===== src/rtl/instr_encoder.sv =====
// Field-to-word RV32I encoder for the core's subset (lw, sw, R-type, beq, I-ALU, jal).
// Legal words are written sequentially into instruction memory; illegal bundles latch an error.
module instr_encoder #(
  parameter int AW        = 6,
  parameter int BASE_ADDR = 0
) (
  input  logic          clk,
  input  logic          rst,
  input  logic          start,
  input  logic          in_valid,
  output logic          in_ready,
  input  logic [2:0]    cls,
  input  logic [2:0]    alu_sel,
  input  logic [4:0]    rd,
  input  logic [4:0]    rs1,
  input  logic [4:0]    rs2,
  input  logic [31:0]   imm,
  output logic          mem_we,
  output logic [AW-1:0] mem_addr,
  output logic [31:0]   mem_wdata,
  output logic [AW:0]   count,
  output logic          full,
  output logic          err,
  output logic [1:0]    err_code
);

  typedef enum logic [1:0] {IDLE, ENC, WR, ERR} state_t;

  state_t              state, state_nxt;
  logic [1:0]          code_q, code_nxt;
  logic [AW-1:0]       addr_q;
  logic [AW:0]         cnt_q;
  logic [31:0]         wdata_q;
  logic                take;
  logic [31:0]         enc_word;
  logic [1:0]          enc_code;

  logic [2:0]          cls_p0, alu_p0;
  logic [4:0]          rd_p0, rs1_p0, rs2_p0;
  logic signed [31:0]  imm_p0;

  function automatic logic in_range(input logic signed [31:0] v, input int lo, input int hi);
    return (v >= lo) && (v <= hi);
  endfunction

  function automatic logic alu_legal(input logic [2:0] a);
    return (a == 3'b000) || (a == 3'b001) || (a == 3'b101) || (a == 3'b110) || (a == 3'b010);
  endfunction

  function automatic logic [2:0] alu_f3(input logic [2:0] a);
    case (a)
      3'b101:  return 3'b010;
      3'b110:  return 3'b110;
      3'b010:  return 3'b111;
      default: return 3'b000;
    endcase
  endfunction

  assign in_ready  = (state == IDLE) && !cnt_q[AW];
  assign take      = in_valid && in_ready && !start;
  assign mem_we    = (state == WR);
  assign mem_addr  = addr_q;
  assign mem_wdata = wdata_q;
  assign count     = cnt_q;
  assign full      = cnt_q[AW];
  assign err       = (state == ERR);
  assign err_code  = code_q;

  // Stage p0: capture the accepted field bundle
  always_ff @(posedge clk) begin
    if (take) begin
      cls_p0 <= cls;
      alu_p0 <= alu_sel;
      rd_p0  <= rd;
      rs1_p0 <= rs1;
      rs2_p0 <= rs2;
      imm_p0 <= imm;
    end
  end

  // Encode and legality check of the captured bundle (consumed in ENC)
  always_comb begin
    enc_word = '0;
    enc_code = 2'b00;
    case (cls_p0)
      3'b000: begin
        enc_word = {imm_p0[11:0], rs1_p0, 3'b010, rd_p0, 7'b0000011};
        if (!in_range(imm_p0, -2048, 2047)) enc_code = 2'b10;
      end
      3'b001: begin
        enc_word = {imm_p0[11:5], rs2_p0, rs1_p0, 3'b010, imm_p0[4:0], 7'b0100011};
        if (!in_range(imm_p0, -2048, 2047)) enc_code = 2'b10;
      end
      3'b010: begin
        enc_word = {(alu_p0 == 3'b001) ? 7'b0100000 : 7'b0000000,
                    rs2_p0, rs1_p0, alu_f3(alu_p0), rd_p0, 7'b0110011};
        if (!alu_legal(alu_p0)) enc_code = 2'b01;
      end
      3'b011: begin
        enc_word = {imm_p0[12], imm_p0[10:5], rs2_p0, rs1_p0, 3'b000,
                    imm_p0[4:1], imm_p0[11], 7'b1100011};
        if (!in_range(imm_p0, -4096, 4094) || imm_p0[0]) enc_code = 2'b10;
      end
      3'b100: begin
        enc_word = {imm_p0[11:0], rs1_p0, alu_f3(alu_p0), rd_p0, 7'b0010011};
        if (!alu_legal(alu_p0) || (alu_p0 == 3'b001)) enc_code = 2'b01;
        else if (!in_range(imm_p0, -2048, 2047))       enc_code = 2'b10;
      end
      3'b101: begin
        enc_word = {imm_p0[20], imm_p0[10:1], imm_p0[11], imm_p0[19:12], rd_p0, 7'b1101111};
        if (!in_range(imm_p0, -1048576, 1048574) || imm_p0[0]) enc_code = 2'b10;
      end
      default: enc_code = 2'b01;
    endcase
  end

  always_comb begin
    state_nxt = state;
    code_nxt  = code_q;
    if (start) begin
      state_nxt = IDLE;
      code_nxt  = 2'b00;
    end else begin
      case (state)
        IDLE: begin
          if (in_valid && cnt_q[AW]) begin
            state_nxt = ERR;
            code_nxt  = 2'b11;
          end else if (take) begin
            state_nxt = ENC;
          end
        end
        ENC: begin
          if (enc_code != 2'b00) begin
            state_nxt = ERR;
            code_nxt  = enc_code;
          end else begin
            state_nxt = WR;
          end
        end
        WR:      state_nxt = IDLE;
        ERR:     state_nxt = ERR;
        default: state_nxt = IDLE;
      endcase
    end
  end

  // Stage p1: encoded word, write pointer and count
  always_ff @(posedge clk) begin
    if (rst) begin
      state   <= IDLE;
      code_q  <= 2'b00;
      addr_q  <= AW'(BASE_ADDR);
      cnt_q   <= '0;
      wdata_q <= '0;
    end else begin
      state  <= state_nxt;
      code_q <= code_nxt;
      if (start) begin
        addr_q <= AW'(BASE_ADDR);
        cnt_q  <= '0;
      end else if (state == WR) begin
        addr_q <= addr_q + 1'b1;
        cnt_q  <= cnt_q + 1'b1;
      end
      if ((state == ENC) && (enc_code == 2'b00)) wdata_q <= enc_word;
    end
  end

endmodule


===== config.mk =====
export PLATFORM = sky130hd
export DESIGN_NAME = instr_encoder
export DESIGN_NICKNAME = d
export VERILOG_FILES = /design/src/rtl/instr_encoder.sv
export SDC_FILE = /design/constraint.sdc
export NUM_CORES = 1
export LEC_CHECK = 0
export ABC_AREA = 1
export CORE_ASPECT_RATIO = 0.8
export CORE_MARGIN = 2
export CORE_UTILIZATION = 45
export CTS_BUF_LIST = sky130_fd_sc_hd__clkbuf_16
export DETAILED_ROUTE_END_ITERATION = 12
export GPL_TIMING_DRIVEN = 0
export MAX_ROUTING_LAYER = met4
export PLACE_DENSITY = 0.77
export SLEW_MARGIN = 15
export SYNTH_ARGS = -nofsm -noshare
export SYNTH_HDL_FRONTEND = slang
export SYNTH_SLANG_ARGS = --single-unit

===== constraint.sdc =====
create_clock -name clk -period 2 [get_ports clk]
set_input_delay 0.4 -clock clk [delete_from_list [all_inputs] [get_ports clk]]
set_output_delay 0.4 -clock clk [all_outputs]
set_load 0.03 [all_outputs]

==> results by group <==
Floorplanning
  – Core Box Area: around 0.0096 mm^2
  – Chip width: between 100 and 150 um
  – Die height: 93.0 um
  – Total I/O pin count: 108
  – Die Area: approximately 0.011 mm^2
  – Initial Utilization: 0.461
  – Core Rows: 32

Yosys
  – Ranking of synthesized cells by area: edfxtp_1 (36%), dfxtp_1 (21%), nand2_1 (9.9%)
  – Post-synthesis compound-gate area fraction: 0.0883
  – Most numerous cell in the Yosys netlist: nand2_1
  – Adder-Cell Fraction of Synth Area: 0.00562
  – Synth Flop Type: edfxtp_1
  – Mux cell area share after synthesis: 0
  – Cells after Synth: 515
  – Synth Area per Inst: ~8.6 um^2
  – Synth Net Count: 574
  – Seq/Total Area, Yosys: 0.569
  – Ys Warns: 0
  – Flops & latches, synth: 100
  – Synthesized area: 0.00445 mm^2
  – Simple-gate area share of the yosys netlist: 0.253
  – XOR/XNOR Fraction of Synth Area: 0
  – Ys async rst share: 0
  – Top cell type's share of synthesized area: 0.358
  – Commonest cells in the synthesized netlist: nand2_1 (117), nor2_1 (66), inv_1 (54)
  – Post-synth EDFFs: 53
  – Synth unique cells: 31
  – Yosys top cell by area: edfxtp_1
  – Largest family of logic cells by synthesized area: simple AND/OR/NAND/NOR gates

Setup path
  – Reg2reg path depth: 12
  – Reg2Reg Capture Point: mem_wdata[12]
  – CP Buf/Inv Count: 3
  – Worst Path Required: 2.27 ns
  – Worst R2R Start: cls_p0[2]
  – CP top delay family: simple AND/OR/NAND/NOR gates
  – Critical path's slowest cell: edfxtp_1
  – Worst setup EP type: flip-flop
  – Critical path arrival: 2.33 ns
  – Crit-path cells: bufinv_8 > nand2_2 > nor2_1 > inv_2 > nor2_1 > a21oi_2 > o21ai_2 > nor2_4 > nand3_4 > buf_6 > nand2_1 > a21oi_2
  – R2R Setup Slk: -0.05 ns
  – CP max FO: 10
  – CP max stage delay: 0.43 ns
  – Crit path kind: reg2reg
  – Type of origin of the critical path: flip-flop

Clocking
  – Clock Pin Slew Worst Setup and Hold Paths: 0.07 ns
  – Clk sinks: 100
  – Longest Clk Path Bufs: 2
  – Cts bufs inserted: 9
  – CTS tree: built
  – Clk Latency, worst-skew pair: 0.34 ns
  – # H-tree levels: 3
  – Root Driver: clkbuf_16

Global route
  – GR Overflow Total: 0
  – Vias in the first global route: between 3000 and 4000
  – Total track usage: 0.220
  – Pin count of the biggest net entering global routing: 28
  – Antenna violations before repair: 0
  – First-pass GRT wire length: 17700 um

Layout
  – Diode count: 0
  – FF+latch area: ~0.0025 mm^2
  – FILL cells: around 760
  – Area delta synth->final: 43.5%
  – Share of cells above drive strength 1: 0.159
  – Layout Nets: 715
  – Fin cells: roughly 800
  – Footprint of the multi-input gates: 0.00172 mm^2

Placed design
  – Dpl hpwl: 8120 um
  – Placed cell count: 758
  – RePlAce Congestion: ~0.87
  – IO Port Bufs: 107

Run
  – Max-cap violations: 0

Timing
  – Slew headroom: 0.607
  – Worst-Margin Slew: 0.587 ns
  – Fmax: 0.487 GHz
  – Clock period minus worst slack: 2.05 ns
  – Final setup vio count: 16
  – Final clock period utilization by the worst path: 1.03
  – Final Worst Setup Slack: -0.0522 ns
  – Clk_skew: 0.00601 ns
  – RSZ-0062 raised after global routing: true
  – Fin. max-slew vios: 0
  – Final Hold Viols: 0

Worst hold path
  – Worst Hold Path Cells: 2
  – Hold Startpoint: mem_wdata[7]
  – Worst hold-check path type: reg2reg
  – Hold path endpoint: mem_wdata[7]

Route
  – Drt wl/cell: 14.6 um
  – Drt first pass iters: 5
  – Drc violations: 0
  – Via-to-Cell Ratio: 5.07
  – Detail Route Antenna Nets: 0
  – Routed via count: 4044
  – Initial DRC count: 361
  – WL final: roughly 12000 um

Power
  – Leakage: 0.00237 uW
  – Power per cell area: approximately 700 mW/mm^2
  – Total power: 4460 uW
  – Maximum vdd drop: 0.000384 V

Status
  – Status: finished, violations left
  – Failing checks: negative setup slack
==> how the worst max path moves through the flow <==
stage                          from             to  slack (ns)  depth (start not counted)
after floorplan            count[6]      alu_p0[0]        0.04                          3
after global routing      cls_p0[2]  mem_wdata[12]       -0.16                         12
final                     cls_p0[2]  mem_wdata[12]       -0.05                         12
after CTS                 alu_p0[1]  mem_wdata[12]       0.002                         11
after detailed placement      start     imm_p0[27]       -0.60                          4
after global placement        start     imm_p0[22]       -0.55                          4
==> flip-flops by register name, indices dropped and copies added, names as in the netlist <==
signal,count
imm_p0,32
mem_wdata,30
count,7
mem_addr,6
rd_p0,5
rs1_p0,5
rs2_p0,5
alu_p0,3
cls_p0,3
err_code,2
state,2
==> cell families after synthesis <==
| logic type | after synthesis |
|---|---|
| AND/OR/NAND/NOR | 262 |
| flip-flops | 100 |
| buffers and inverters | 78 |
| AO/OA/AOI/OAI | 73 |
| adder cells (fa/ha/maj) | 2 |
==> report_power, final <==
part           total, uW  leakage (uW)  switching, uW  internal [uW]
combinational        456       0.00134            243            213
clock               1720      0.000154            731            993
sequential          2280      0.000875           45.7           2230
total               4460       0.00237           1020           3440
==> stage by stage <==
stage / setup WS, ns / hold WS [ns] / TNS (ns) / utilization / instance area [um^2]
detailed placement: -0.603 / 0.459 / -34.66 / 0.592 / 5710
global route: -0.156 / 0.487 / -3.57 / 0.662 / 6390
CTS: 0.00233 / 0.470 / 0 / 0.632 / 6100
finish: -0.0522 / 0.466 / -0.280 / 0.662 / 6390
global placement: -0.550 / 0.455 / -31.24 / 0.592 / 5710
floorplan: 0.0444 / 0.499 / 0 / - / 4470
==> final cells by class <==
class	instances	share of cell area
plain buffers	16	0.0213
clock buffers	11	0.0431
clock inverters	5	0.00490
inverters	62	0.0409
multi-input cells	337	0.269
flip-flops and latches	100	0.397
well taps	136	0.0266
repair buffers	129	0.196
repair inverters	1	0.00118
==> tightest hold or removal path, stage by stage (launching register included) <==
cell     delay, ns
dfxtp_1       0.31
nand2_1       0.06
a21oi_1       0.05
==> timing repair <==
| action | in CTS | in global routing |
|---|---|---|
| resized for setup | 11 | 45 |
| setup buffers | 7 | 12 |
| cloned | 1 | 3 |
| hold buffers | 0 | 0 |
| endpoints found under the setup margin | 86 | 39 |
| endpoints found under the hold margin | 0 | 0 |
| pin swaps | 2 | 15 |
==> per-layer routing <==
metal	share of wire	GRT usage	vias up	wire length, um
met5	0	-	-	0
met4	0.014	0.0602	0	164
met3	0.063	0.0438	18	736
met2	0.47	0.339	168	5500
met1	0.45	0.299	1872	5240
li1	-	-	1986	-
==> layout by cell type (no fill, tap or decap), drive strengths merged, types with 10 or more instances in the layout <==
cell           Yosys  layout
edfxtp            53      53
nand3             51      51
clkdlybuf4s50      0     104
inv               59      61
nor2              70      70
nand2            120     120
dfxtp             47      47
buf               12      33
o21ai             26      26
clkbuf             4      17
a21oi             39      39
nor3              10      10
Power figures use the tool's default switching activity.
